`src/rtl/mcycle_unit_if.sv`:
```
// Core-side handshake and operand/result bundle for the iterative multiply/divide unit.
interface mcycle_unit_if #(
  parameter int WIDTH = 32
);
  logic             Start;
  logic [1:0]       MCycleOp;
  logic [WIDTH-1:0] Operand1;
  logic [WIDTH-1:0] Operand2;
  logic [WIDTH-1:0] Result1;
  logic [WIDTH-1:0] Result2;
  logic             Busy;
  logic             Done;

  modport master (
    output Start, MCycleOp, Operand1, Operand2,
    input  Result1, Result2, Busy, Done
  );

  modport slave (
    input  Start, MCycleOp, Operand1, Operand2,
    output Result1, Result2, Busy, Done
  );
endinterface

```
`src/rtl/mcycle_unit.sv`:
```
// Iterative shift-add multiplier / restoring divider, one iteration per cycle, with a Start/Busy/Done stall handshake.
// Optional macro MCYCLE_EARLY_TERM_EN lets MUL ops exit once the remaining multiplier bits are all zero.
module mcycle_unit #(
  parameter int WIDTH = 32
) (
  input  logic         CLK,
  input  logic         RESET,
  mcycle_unit_if.slave bus
);
  localparam int CNT_W = $clog2(WIDTH) + 1;

  localparam logic [1:0] S_IDLE    = 2'b00;
  localparam logic [1:0] S_COMPUTE = 2'b01;
  localparam logic [1:0] S_DONE    = 2'b10;

  function automatic logic [WIDTH-1:0] neg_w(input logic [WIDTH-1:0] v, input logic en);
    return en ? -v : v;
  endfunction

  function automatic logic [2*WIDTH-1:0] neg_2w(input logic [2*WIDTH-1:0] v, input logic en);
    return en ? -v : v;
  endfunction

  logic [1:0]         state;
  logic [CNT_W-1:0]   cnt;
  logic               is_div;
  logic               neg_q;
  logic               neg_r;
  logic               div_zero;
  logic [WIDTH-1:0]   op1_raw;
  logic [WIDTH-1:0]   sh_b;
  logic [2*WIDTH-1:0] acc;
  logic [2*WIDTH-1:0] mcand;
  logic [WIDTH-1:0]   res1;
  logic [WIDTH-1:0]   res2;

  logic signed [WIDTH-1:0] op1_s;
  logic signed [WIDTH-1:0] op2_s;
  logic                    op_signed;
  logic                    sign1;
  logic                    sign2;
  logic [WIDTH-1:0]        a_abs;
  logic [WIDTH-1:0]        b_abs;
  logic                    start_ok;

  assign op1_s     = bus.Operand1;
  assign op2_s     = bus.Operand2;
  assign op_signed = bus.MCycleOp[0];
  assign sign1     = op_signed && (op1_s < 0);
  assign sign2     = op_signed && (op2_s < 0);
  assign a_abs     = neg_w(bus.Operand1, sign1);
  assign b_abs     = neg_w(bus.Operand2, sign2);
  assign start_ok  = bus.Start && (state != S_COMPUTE);

  // One iteration of the selected algorithm, evaluated from the current working registers
  logic [2*WIDTH-1:0] acc_nxt;
  logic [2*WIDTH-1:0] mcand_nxt;
  logic [WIDTH-1:0]   sh_b_nxt;
  logic [WIDTH:0]     rem_sh;
  logic [WIDTH:0]     trial;

  always_comb begin
    acc_nxt   = acc;
    mcand_nxt = mcand;
    sh_b_nxt  = sh_b;
    rem_sh    = acc[2*WIDTH-1:WIDTH-1];
    trial     = rem_sh - {1'b0, sh_b};
    if (!is_div) begin
      if (sh_b[0]) acc_nxt = acc + mcand;
      mcand_nxt = mcand << 1;
      sh_b_nxt  = sh_b >> 1;
    end else if (!trial[WIDTH]) begin
      acc_nxt = {trial[WIDTH-1:0], acc[WIDTH-2:0], 1'b1};
    end else begin
      acc_nxt = {rem_sh[WIDTH-1:0], acc[WIDTH-2:0], 1'b0};
    end
  end

  logic early_exit;
`ifdef MCYCLE_EARLY_TERM_EN
  // Partial products accumulate against a left-shifting multiplicand, so no realignment is needed on exit
  assign early_exit = !is_div && (sh_b_nxt == '0);
`else
  assign early_exit = 1'b0;
`endif

  logic last_iter;
  assign last_iter = (cnt == CNT_W'(WIDTH - 1)) || early_exit;

  logic [WIDTH-1:0] res1_nxt;
  logic [WIDTH-1:0] res2_nxt;

  always_comb begin
    res1_nxt = '0;
    res2_nxt = '0;
    if (is_div) begin
      res1_nxt = div_zero ? '1 : neg_w(acc_nxt[WIDTH-1:0], neg_q);
      res2_nxt = div_zero ? op1_raw : neg_w(acc_nxt[2*WIDTH-1:WIDTH], neg_r);
    end else begin
      {res2_nxt, res1_nxt} = neg_2w(acc_nxt, neg_q);
    end
  end

  always_ff @(posedge CLK or posedge RESET) begin
    if (RESET) begin
      state    <= S_IDLE;
      cnt      <= '0;
      is_div   <= 1'b0;
      neg_q    <= 1'b0;
      neg_r    <= 1'b0;
      div_zero <= 1'b0;
      op1_raw  <= '0;
      sh_b     <= '0;
      acc      <= '0;
      mcand    <= '0;
      res1     <= '0;
      res2     <= '0;
    end else if (state == S_COMPUTE) begin
      acc   <= acc_nxt;
      mcand <= mcand_nxt;
      sh_b  <= sh_b_nxt;
      cnt   <= cnt + CNT_W'(1);
      if (last_iter) begin
        state <= S_DONE;
        res1  <= res1_nxt;
        res2  <= res2_nxt;
      end
    end else if (start_ok) begin
      state    <= S_COMPUTE;
      cnt      <= '0;
      is_div   <= bus.MCycleOp[1];
      neg_q    <= sign1 ^ sign2;
      neg_r    <= sign1;
      div_zero <= (bus.Operand2 == '0);
      op1_raw  <= bus.Operand1;
      sh_b     <= b_abs;
      // Divide keeps {remainder, dividend/quotient} in acc; multiply accumulates into it from zero
      if (bus.MCycleOp[1]) begin
        acc   <= {{WIDTH{1'b0}}, a_abs};
        mcand <= '0;
      end else begin
        acc   <= '0;
        mcand <= {{WIDTH{1'b0}}, a_abs};
      end
    end else begin
      state <= S_IDLE;
    end
  end

  assign bus.Busy    = (state == S_COMPUTE) || start_ok;
  assign bus.Done    = (state == S_DONE);
  assign bus.Result1 = res1;
  assign bus.Result2 = res2;
endmodule
```
`src/flat_wrapper.sv`:
```
// flat-port wrapper written by rule: the top's interface ports become plain ports
module mcycle_unit_flat 
#(
  parameter int WIDTH = 32
)
  (CLK, RESET, bus_Start, bus_MCycleOp, bus_Operand1, bus_Operand2, bus_Result1, bus_Result2, bus_Busy, bus_Done);
  mcycle_unit_if #(.WIDTH(WIDTH)) bus_i ();
  input  logic CLK;
  input  logic RESET;
  input wire logic [$bits(bus_i.Start)-1:0] bus_Start;
  input wire logic [$bits(bus_i.MCycleOp)-1:0] bus_MCycleOp;
  input wire logic [$bits(bus_i.Operand1)-1:0] bus_Operand1;
  input wire logic [$bits(bus_i.Operand2)-1:0] bus_Operand2;
  output wire logic [$bits(bus_i.Result1)-1:0] bus_Result1;
  output wire logic [$bits(bus_i.Result2)-1:0] bus_Result2;
  output wire logic [$bits(bus_i.Busy)-1:0] bus_Busy;
  output wire logic [$bits(bus_i.Done)-1:0] bus_Done;
  assign bus_i.Start = bus_Start;
  assign bus_i.MCycleOp = bus_MCycleOp;
  assign bus_i.Operand1 = bus_Operand1;
  assign bus_i.Operand2 = bus_Operand2;
  assign bus_Result1 = bus_i.Result1;
  assign bus_Result2 = bus_i.Result2;
  assign bus_Busy = bus_i.Busy;
  assign bus_Done = bus_i.Done;
  mcycle_unit #(.WIDTH(WIDTH)) u_core (.CLK(CLK), .RESET(RESET), .bus(bus_i));
endmodule
```
`config.mk`:
```
export PLATFORM = sky130hd
export DESIGN_NAME = mcycle_unit_flat
export DESIGN_NICKNAME = d
export VERILOG_FILES = /design/src/rtl/mcycle_unit_if.sv /design/src/rtl/mcycle_unit.sv /design/src/flat_wrapper.sv
export SDC_FILE = /design/constraint.sdc
export NUM_CORES = 1
export LEC_CHECK = 0
export CAP_MARGIN = 20
export CELL_PAD_IN_SITES_DETAIL_PLACEMENT = 0
export CELL_PAD_IN_SITES_GLOBAL_PLACEMENT = 2
export CORE_MARGIN = 3
export CORE_UTILIZATION = 37
export DETAILED_ROUTE_END_ITERATION = 6
export GPL_ROUTABILITY_DRIVEN = 1
export PLACE_DENSITY = 0.8
export SLEW_MARGIN = 15
export SYNTH_ARGS = -nofsm -noshare
export SYNTH_HDL_FRONTEND = slang
export SYNTH_SLANG_ARGS = --single-unit
```
`constraint.sdc`:
```
create_clock -name CLK -period 10.6 [get_ports CLK]
set_clock_uncertainty 0.1 [all_clocks]
set_input_delay 1.06 -clock CLK [delete_from_list [all_inputs] [get_ports CLK]]
set_output_delay 1.06 -clock CLK [all_outputs]
set_load 0.02 [all_outputs]
```
Yosys cells after proc, flatten, opt, wreduce, memory -nomap -nowiden
Index checks and enable logic that the tools add are counted.
{"block": "totals", "reg_bits": 268, "input_bits": 69, "output_inout_bits": 66, "elab_cells": 66}
{"block": "classes", "add_sub_neg": 8, "order_cmp": 2, "n_eq_ne": 6, "mux": 27, "bitwise": 2, "reduce_logical": 9}
{"op": "2-to-1 mux 64 bit", "n": 9}
{"op": "2-to-1 mux 32 bit", "n": 13}
{"op": "negation 32 bit", "n": 4}
{"op": "adder 64 bit", "n": 1}
{"op": "less-than comparator 32 x 1 -> 1 bit, second input constant", "n": 2}
{"op": "negation 64 bit", "n": 1}
{"op": "subtractor 33 x 32 -> 33 bit", "n": 1}
{"op": "zero test 32 bit", "n": 1}
{"op": "2-to-1 mux 6 bit", "n": 2}
{"op": "adder 6 x 1 -> 6 bit, second input constant", "n": 1}
{"op": "equality test 6 x 5 -> 1 bit, second input constant", "n": 1}
{"op": "AND reduction 2 bit", "n": 3}
{"op": "2-to-1 mux 2 bit", "n": 2}
{"op": "!= test 2 x 1 -> 1 bit, second input constant", "n": 2}
{"op": "logical AND 1 bit", "n": 3}
{"op": "equality test 2 x 1 -> 1 bit, second input constant", "n": 1}
{"op": "equality test 2 bit, second input constant", "n": 1}
{"op": "!= test 2 bit, second input constant", "n": 1}
{"op": "nonzero test 2 bit", "n": 1}
{"op": "logical OR 1 bit", "n": 1}
{"op": "2-to-1 mux 1 bit", "n": 1}
{"op": "NOT 1 bit", "n": 1}
{"op": "bitwise XOR 1 bit", "n": 1}

Longest topological paths before layout
Gate-level depths: netlist of run 1.
{"block": "logic_depth", "word_depth": 7, "depth_mapped": 24, "depth_no_buf": 22}

Least setup slack after synthesis of run 1
Ideal clock, no wire load.
{"block": "synth_timing", "path_kind": "register -> register", "startpoint": "reg u_core.acc[48]", "endpoint": "reg u_core.res2[30] (netlist: u_core.bus.Result2[30])", "setup_ns": 0.126, "arrival_time_ns": 4.697, "required_time_ns": 10.374, "slack_ns": 5.677, "stages_incl_launch_ff": 23, "path_buffers": 2, "period_less_slack_ns": 4.923, "path_cell_list": "dfrtp_1 -> ha_1 -> a21o_1 -> a31o_2 -> a211oi_4 -> o21bai_2 -> a211o_1 -> nand3_1 -> clkbuf_1 -> nor2_1 -> a211oi_1 -> a21oi_1 -> inv_1 -> ha_1 -> inv_1 -> nor2_1 -> and3_1 -> clkbuf_1 -> nand2_1 -> or3_1 -> o31ai_1 -> xor2_1 -> a221o_1"}
{"block": "synth_via", "elab_chain_cells": 7, "elab_cells_between_ends": 11, "classes_between": "add/sub: 4; mux: 7"}
{"element": "start: declaration", "line_no": "mcycle_unit.sv:32", "source": "logic [2*WIDTH-1:0] acc;"}
{"element": "start signal: assignment", "line_no": "mcycle_unit.sv:119", "source": "acc <= acc_nxt;"}
{"element": "start signal: assignment", "line_no": "mcycle_unit.sv:139", "source": "acc <= {{WIDTH{1'b0}}, a_abs};"}
{"element": "adder 64 bit / subtractor 33 x 32 -> 33 bit (equally long branches)", "line_no": "mcycle_unit.sv:69, mcycle_unit.sv:67"}
{"element": "2-to-1 mux 64 bit, on equally long branches", "line_no": "mcycle_unit.sv:69, mcycle_unit.sv:72"}
{"element": "2-to-1 mux 64 bit (*)", "line_no": "mcycle_unit.sv:68", "source": "if (!is_div) begin"}
{"element": "negation 32 bit", "line_no": "mcycle_unit.sv:17", "source": "return en ? -v : v;"}
{"element": "2-to-1 mux 32 bit", "line_no": "mcycle_unit.sv:17"}
{"element": "2-to-1 mux 32 bit", "line_no": "mcycle_unit.sv:98", "source": "res2_nxt = div_zero ? op1_raw : neg_w(acc_nxt[2*WIDTH-1:WIDTH], neg_r);"}
{"element": "2-to-1 mux 32 bit (*)", "line_no": "mcycle_unit.sv:96", "source": "if (is_div) begin"}
{"element": "end signal: assignment", "line_no": "mcycle_unit.sv:126", "source": "res2 <= res2_nxt;"}
{"element": "end: declaration", "line_no": "mcycle_unit.sv:35", "source": "logic [WIDTH-1:0] res2;"}
Every way passes the cells marked *; elsewhere a longest branch is shown, timed or not.
A chain may end at the register's enable or synchronous reset.

Final worst setup path of run 1
{"block": "layout_timing", "startpoint": "reg u_core.sh_b[0]", "endpoint": "reg u_core.res2[22] (netlist: u_core.bus.Result2[22])"}
{"block": "layout_via", "elab_chain_cells": 7, "elab_cells_between_ends": 10, "classes_between": "add/sub: 3; mux: 7"}
{"element": "start: declaration", "line_no": "mcycle_unit.sv:31", "source": "logic [WIDTH-1:0] sh_b;"}
{"element": "start signal: assignment", "line_no": "mcycle_unit.sv:121", "source": "sh_b <= sh_b_nxt;"}
{"element": "start signal: assignment", "line_no": "mcycle_unit.sv:136", "source": "sh_b <= b_abs;"}
{"element": "subtractor 33 x 32 -> 33 bit", "line_no": "mcycle_unit.sv:67", "source": "trial = rem_sh - {1'b0, sh_b};"}
{"element": "2-to-1 mux 64 bit", "line_no": "mcycle_unit.sv:72", "source": "end else if (!trial[WIDTH]) begin"}
{"element": "2-to-1 mux 64 bit (*)", "line_no": "mcycle_unit.sv:68"}
{"element": "negation 32 bit", "line_no": "mcycle_unit.sv:17"}
{"element": "2-to-1 mux 32 bit", "line_no": "mcycle_unit.sv:17"}
{"element": "2-to-1 mux 32 bit", "line_no": "mcycle_unit.sv:98"}
{"element": "2-to-1 mux 32 bit (*)", "line_no": "mcycle_unit.sv:96"}
Marks and branches as above.

==> results.py, run 1 <==
metrics = {
    "run_status": {
        "outcome": "finished with violations",
        "violations": "design-rule violations",
    },
    "clock_network": {
        "numCtsBuffers": 36,
        "cts_setup_buffers": 0,
        "cts_resized": 0,
        "clock_path_buffers": 3,
        "tritoncts": "built",
        "cts_root_buf": "clkbuf_16",
        "clock-sinks": 268,
        "clock_latency_ns": 0.58,
        "cts_hold_buf": 0,
        "htreeDepth": 2,
        "clk_pin_slew_ns": 0.06,
    },
    "floorplan": {
        "coreArea_um2": 60810,
        "io_pins": 135,
        "die-area_um2": 64940,
        "die_w_um": 254.8,
        "die_h_um": 254.8,
        "initial_utilization_pct": 37.67,
        "num_rows": 90,
    },
    "drt": {
        "wl_per_cell_um": 27.20,
        "drc": 2,
        "drtAntennaViolNets": 0,
        "dr.first_iter.drc_count": 2588,
        "viasPerCell": 6.388,
        "wl_um": 103400,
        "first_pass_iters": 7,
        "vias": 24293,
    },
    "synthesis": {
        "synthTopCellsByArea": "dfrtp_1 (29%), nand2_1 (6.3%), o21ai_0 (6.1%)",
        "synth-compound-area-share_pct": 30.58,
        "yosys.area_share.adder_pct": 5.637,
        "yosys.area_share.simple_pct": 20.39,
        "synth_xor_area_share_pct": 7.111,
        "synth_cells": 2960,
        "yosysTopAreaCellShare_pct": 29.28,
        "synth_flop_cell": "dfrtp_1",
        "synth_edf_count": 0,
        "synth_top_family_by_area": "compound AO/OA/AOI/OAI gates",
        "synth_top_cell_by_area": "dfrtp_1",
        "ys_warn_count": 0,
        "synthArstFlopShare_pct": 100.0,
        "ys_types": 94,
        "synth_seq_cells": 268,
        "synth_nets": 3131,
        "synth_area_um2": 22910,
        "synth_mux_area_share_pct": 1.994,
        "avgSynthCellArea_um2": 7.739,
        "yosysSeqAreaShare_pct": 29.28,
    },
    "sta": {
        "tightest_slew_ns": 1.203,
        "max_freq_mhz": 153.5,
        "finalMaxSlewViolations": 0,
        "rsz0062_at_grt": "false",
        "tns_ns": 0,
        "slew-limit-headroom_pct": 19.17,
        "hold_violations": 0,
        "period_needed_ns": 6.515,
        "setup_viol": 0,
        "finalCritPeriodShare_pct": 61.46,
    },
    "cells_and_area": {
        "nNetsFinal": 3162,
        "n_fill_cell": 6273,
        "synthToLayoutAreaGrowth_pct": 13.87,
        "drive_above_1_share_pct": 5.834,
    },
    "worst_setup_path": {
        "end_kind": "flop",
        "cp_max_fo": 37,
        "r2r.worst_path.cells": 20,
        "required_ns": 10.96,
        "worst_ep_arrival_time_ns": 6.88,
        "path_class": "flop to flop",
        "cp-start-kind": "flop",
    },
    "global_routing": {
        "grt_max_degree": 124,
        "grt_usage_pct": 31.20,
        "first_global_vias": 23232,
        "antenna_found_initial": 3,
        "grt_pass1_wl_um": 152200,
        "grt-ovfl-total": 0,
    },
    "placed_design": {
        "gp_congestion": 0.9760,
        "port-buffer-count": 134,
        "place_hpwl_um": 77480,
    },
    "min_path": {
        "hold_path_depth": 2,
        "hp-class": "flop to flop",
    },
    "flow_run": {
        "drv_cap": 0,
    },
}
[critical path, stage by stage, from the launching register on]
cell and delay (ns):
dfrtp_2 0.38, buf_4 0.27, ha_1 0.29, fa_1 0.40
nand2b_1 0.19, a21oi_1 0.28, o21ai_1 0.19, o21ai_2 0.43
nand3_1 0.42, a41o_1 0.47, inv_1 0.18, ha_1 0.20
nand4_1 0.16, nor3_1 0.33, nand4_1 0.24, nor4_1 0.89
nand2_1 0.27, o21ai_0 0.26, xnor2_1 0.15, a2bb2oi_1 0.18
o21ai_0 0.10
[synthesized netlist by cell type, types with 18 or more instances]
| cell type | n |
|---|---|
| a211oi_1 | 28 |
| a21o_1 | 36 |
| a21oi_1 | 257 |
| a22o_1 | 41 |
| a31oi_1 | 25 |
| and2_1 | 23 |
| and3_1 | 21 |
| buf_1 | 19 |
| buf_2 | 18 |
| clkbuf_1 | 149 |
| dfrtp_1 | 268 |
| ha_1 | 100 |
| inv_1 | 104 |
| mux2i_1 | 40 |
| nand2_1 | 386 |
| nand2b_1 | 18 |
| nand3_1 | 66 |
| nand4_1 | 60 |
| nor2_1 | 207 |
| nor3_1 | 75 |
| nor4_1 | 21 |
| o211ai_1 | 22 |
| o21a_1 | 65 |
| o21ai_0 | 279 |
| o221ai_1 | 20 |
| o22ai_1 | 58 |
| o31ai_1 | 49 |
| or3_1 | 28 |
| xnor2_1 | 109 |
| xor2_1 | 77 |
[metrics by stage]
stage               setup WS (ns)  cell area, um2  cells  utilization [%]  hold slack (ns)
floorplan                   2.058           22910   2960                -           0.3369
global placement            4.334           24870   3732            40.90           0.3560
detailed placement          4.261           24880   3733            40.92           0.3578
CTS                         4.236           26050   3797            42.84           0.3735
global route                3.640           26080   3799            42.88           0.3999
finish                      4.085           26090   3803            42.90           0.3743
[kinds of logic (layout without fill, tap and decap cells)]
group,count (synthesis),count (layout)
compound gates,1075,1075
simple gates,989,989
buf+inv,295,352
flops,268,268
xor+xnor,186,186
fa+ha+maj,102,102
mux,45,45
other cells,0,4
[final cells by class]
type / count / area (um2) / share of cell area [%]
Clock buffer: 51 / 1017 / 3.900
Tap cell: 782 / 978.4 / 3.751
Sequential cell: 268 / 6713 / 25.73
Timing Repair Buffer: 182 / 1723 / 6.605
Multi-Input combinational cell: 2397 / 15090 / 57.83
Clock inverter: 13 / 152.6 / 0.5852
Antenna cell: 4 / 10.01 / 0.03837
Inverter: 106 / 405.4 / 1.554
[path summary, 6_finish.rpt]
path / startpoint / end / slack (ns)
worst min-delay path: u_core.op1_raw[5]$_DFFE_PP0P_ / u_core.op1_raw[5]$_DFFE_PP0P_ / 0.37
max in group asynchronous: RESET / u_core.mcand[17]$_DFFE_PP0P_ / 7.37
worst min register to register: u_core.op1_raw[5]$_DFFE_PP0P_ / u_core.op1_raw[5]$_DFFE_PP0P_ / 0.37
worst max register to register: u_core.sh_b[0]$_DFFE_PP0P_ / u_core.bus.Result2[22]$_DFFE_PP0P_ / 4.09
min in group asynchronous: RESET / u_core.mcand[44]$_DFFE_PP0P_ / 0.88
worst max-delay path: u_core.sh_b[0]$_DFFE_PP0P_ / u_core.bus.Result2[22]$_DFFE_PP0P_ / 4.09
[metal layers]
metal  global-route usage, %  vias to the layer above  wire, um
met5                       0                        -         0
met4                   11.47                        0      4105
met3                   5.274                      215      8407
met2                   50.61                     1103     47220
met1                   41.90                    11970     43710
li1                        -                    11005         -
[cell usage in the layout, fill, tap and decap left out, drive strengths merged, types with 11 or more instances in the layout]
cell type	synthesis	final
and2	23	23
nand3	66	66
mux2i	40	40
a31oi	25	25
o31ai	51	51
or2	14	14
o211ai	22	22
a22o	41	41
nor2b	16	16
and4	11	11
a21oi	260	260
a211oi	31	31
a21o	36	36
nor2	207	207
or3	28	28
xor2	77	77
clkbuf	149	51
o21ai	297	297
o21a	65	65
and3	21	21
xnor2	109	109
nor3	77	77
o41ai	18	18
buf	40	47
o221ai	20	20
inv	105	106
nor4	21	21
nand2b	18	18
dfrtp	268	268
nand2	386	386
nand3b	16	16
ha	100	100
clkdlybuf4s50	0	133
nand4	60	60
o22ai	58	58
[registers in the layout (all words and copies together), names as in the netlist]
signal,count
u_core.cnt,6
u_core.bus.Result2,32
u_core.state,2
u_core.mcand,64
u_core.acc,64
u_core.neg_r,1
u_core.sh_b,32
u_core.neg_q,1
u_core.op1_raw,32
u_core.div_zero,1
u_core.bus.Result1,32
u_core.is_div,1
Power of run 1 is not shown: default switching activity piles up to over one toggle a cycle in this logic, so the estimate is an artifact.
==> run 2, diff against run 1 <==
Clock period 10.6 ns to 6.3 ns, I/O delays scaled along.
==> run 2 against run 1 <==
  * Final area is 1.9% higher
  * Critical path depth is 1 lower
  * Register-to-register slack worse by 3.6 ns
  * The run now ends clean
  * Sequential share of layout area is 0.47 points lower
  * Highest routed layer unchanged
  * Critical endpoint is now u_core.bus.Result2[19]$_DFFE_PP0P_
  * Sequential cell count stayed put
  * Worst setup slack worse by 3.6 ns
  * Non-clock buffer count is 48 higher
==> results.py, run 2 (synthesized netlist as in run 1, its figures left out) <==
metrics = {
    "placed_design": {
        "gp_congestion": 0.9617,
        "pre_cts_ws_ns": 0.5661,
        "port-buffer-count": 134,
        "dpl.cell_count": 3783,
        "place_hpwl_um": 82310,
    },
    "sta": {
        "slew-limit-headroom_pct": 22.21,
        "whs_ns": 0.3174,
        "rsz0062_at_grt": "false",
        "hold_violations": 0,
        "tightest_slew_ns": 1.137,
        "finalCritPeriodShare_pct": 92.92,
        "setup_viol": 0,
        "max_freq_mhz": 170.8,
        "period_needed_ns": 5.854,
        "fin_ws_ns": 0.4462,
        "finalMaxSlewViolations": 0,
        "tns_ns": 0,
    },
    "worst_setup_path": {
        "path_class": "flop to flop",
        "r2r_end": "u_core.bus.Result2[19]$_DFFE_PP0P_",
        "r2r.worst_path.cells": 19,
        "worst_ep_arrival_time_ns": 6.22,
        "cp_slowest_cell": "nor3_4",
        "path_buf_inv": 3,
        "cp_top_family": "compound AO/OA/AOI/OAI gates",
        "crit_path_frequent_cell": "buf_4",
        "cp_max_fo": 14,
        "path_cells": "inv_1, ha_1, fa_1, nand2b_1, a21oi_1, o21ai_1, o21ai_2, buf_4, a211oi_4, nor3_4, o221ai_1, a211oi_1, and4b_1, nand2_1, buf_4, o31ai_1, xor2_1, mux2i_1, o211ai_1",
        "critPathMaxStageDelay_ns": 0.68,
        "cp-start-kind": "flop",
        "reg2reg_from": "u_core.acc[31]$_DFFE_PP0P_",
        "end_kind": "flop",
        "ff2ff_setup_slack_ns": 0.45,
        "required_ns": 6.67,
    },
    "clock_network": {
        "clk_pin_slew_ns": 0.06,
        "clock-sinks": 268,
        "cts_hold_buf": 0,
        "htreeDepth": 2,
        "cts_resized": 0,
        "clock_latency_ns": 0.56,
        "cts_root_buf": "clkbuf_16",
        "tritoncts": "built",
        "numCtsBuffers": 36,
        "cts_setup_buffers": 0,
        "clock_path_buffers": 3,
    },
    "cells_and_area": {
        "n_fill_cell": 6311,
        "reg_top3": "u_core.acc: 64 flops, u_core.mcand: 64 flops",
        "final_common_cell": "nand2_1",
        "fin_cells": 3850,
        "drive_above_1_share_pct": 7.695,
        "nNetsFinal": 3210,
        "synthToLayoutAreaGrowth_pct": 15.98,
        "layout.cells.most_common_list": "nand2_1 (383), o21ai_0 (279), dfrtp_1 (265), a21oi_1 (257), nor2_1 (202)",
    },
    "drt": {
        "viasPerCell": 6.342,
        "dr.first_iter.drc_count": 2784,
        "wl_um": 107400,
        "drc": 0,
        "drtAntennaViolNets": 0,
        "first_pass_iters": 5,
        "wl_per_cell_um": 27.89,
        "vias": 24418,
    },
    "floorplan": {
        "die_w_um": 254.8,
        "coreArea_um2": 60810,
        "io_pins": 135,
        "die_h_um": 254.8,
        "die-area_um2": 64940,
        "initial_utilization_pct": 37.67,
        "num_rows": 90,
    },
    "min_path": {
        "hp-class": "input port to async pin",
    },
    "global_routing": {
        "grt_pass1_wl_um": 156300,
        "grt_usage_pct": 32.28,
        "first_global_vias": 23051,
        "grt_max_degree": 158,
        "grt-ovfl-total": 0,
        "antenna_found_initial": 1,
    },
    "run_status": {
        "outcome": "finished clean",
    },
    "flow_run": {
        "drv_cap": 0,
    },
}
==> run 2: changes by cell type in the layout (fill, tap and decap cells not counted), sizes merged <==
cell          before  now
bufinv             2    5
dlymetal6s2s       2    0
buf               47   97
clkinv             8   10
clkbuf            51   50
diode              4    1
inv              106  104
==> run 2: worst max path at each step <==
stage / startpoint / slack (ns) / end / cells past startpoint
after global routing: u_core.acc[31]$_DFFE_PP0P_ / 0.05 / u_core.bus.Result2[19]$_DFFE_PP0P_ / 19
after floorplan: u_core.acc[48]$_DFFE_PP0P_ / 1.38 / u_core.bus.Result2[30]$_DFFE_PP0P_ / 22
after global placement: u_core.acc[0]$_DFFE_PP0P_ / 0.60 / u_core.bus.Result2[9]$_DFFE_PP0P_ / 17
final: u_core.acc[31]$_DFFE_PP0P_ / 0.45 / u_core.bus.Result2[19]$_DFFE_PP0P_ / 19
after CTS: u_core.acc[0]$_DFFE_PP0P_ / 0.52 / u_core.bus.Result2[19]$_DFFE_PP0P_ / 19
after detailed placement: u_core.acc[31]$_DFFE_PP0P_ / 0.57 / u_core.bus.Result2[19]$_DFFE_PP0P_ / 19
==> run 2: final cells by class <==
class | instances | area, um2 | area share [%]
sequential | 268 | 6713 | 25.27
multi-input combinational | 2397 | 15090 | 56.79
clock buffer | 50 | 1086 | 4.088
tap | 782 | 978.4 | 3.683
timing repair buffer | 230 | 2077 | 7.818
inverter | 106 | 401.6 | 1.512
antenna | 1 | 2.502 | 0.009419
clock inverter | 16 | 221.5 | 0.8336
==> run 2: metrics by stage <==
step / area, um2 / util, %
after floorplan: 22910 / -
after global placement: 25240 / 41.51
after detailed placement: 25260 / 41.54
after CTS: 26560 / 43.69
after global routing: 26570 / 43.69
final: 26570 / 43.69
==> run 2: routing by layer <==
| layer | vias up | part of all wire (%) | track usage (%) |
|---|---|---|---|
| met4 | 0 | 3.1 | 9.285 |
| met3 | 156 | 7.4 | 3.973 |
| li1 | 11130 | - | - |
| met2 | 1092 | 46 | 52.50 |
| met5 | - | 0 | 0 |
| met1 | 12040 | 44 | 45.14 |
Power of run 2 is left out for the same reason.
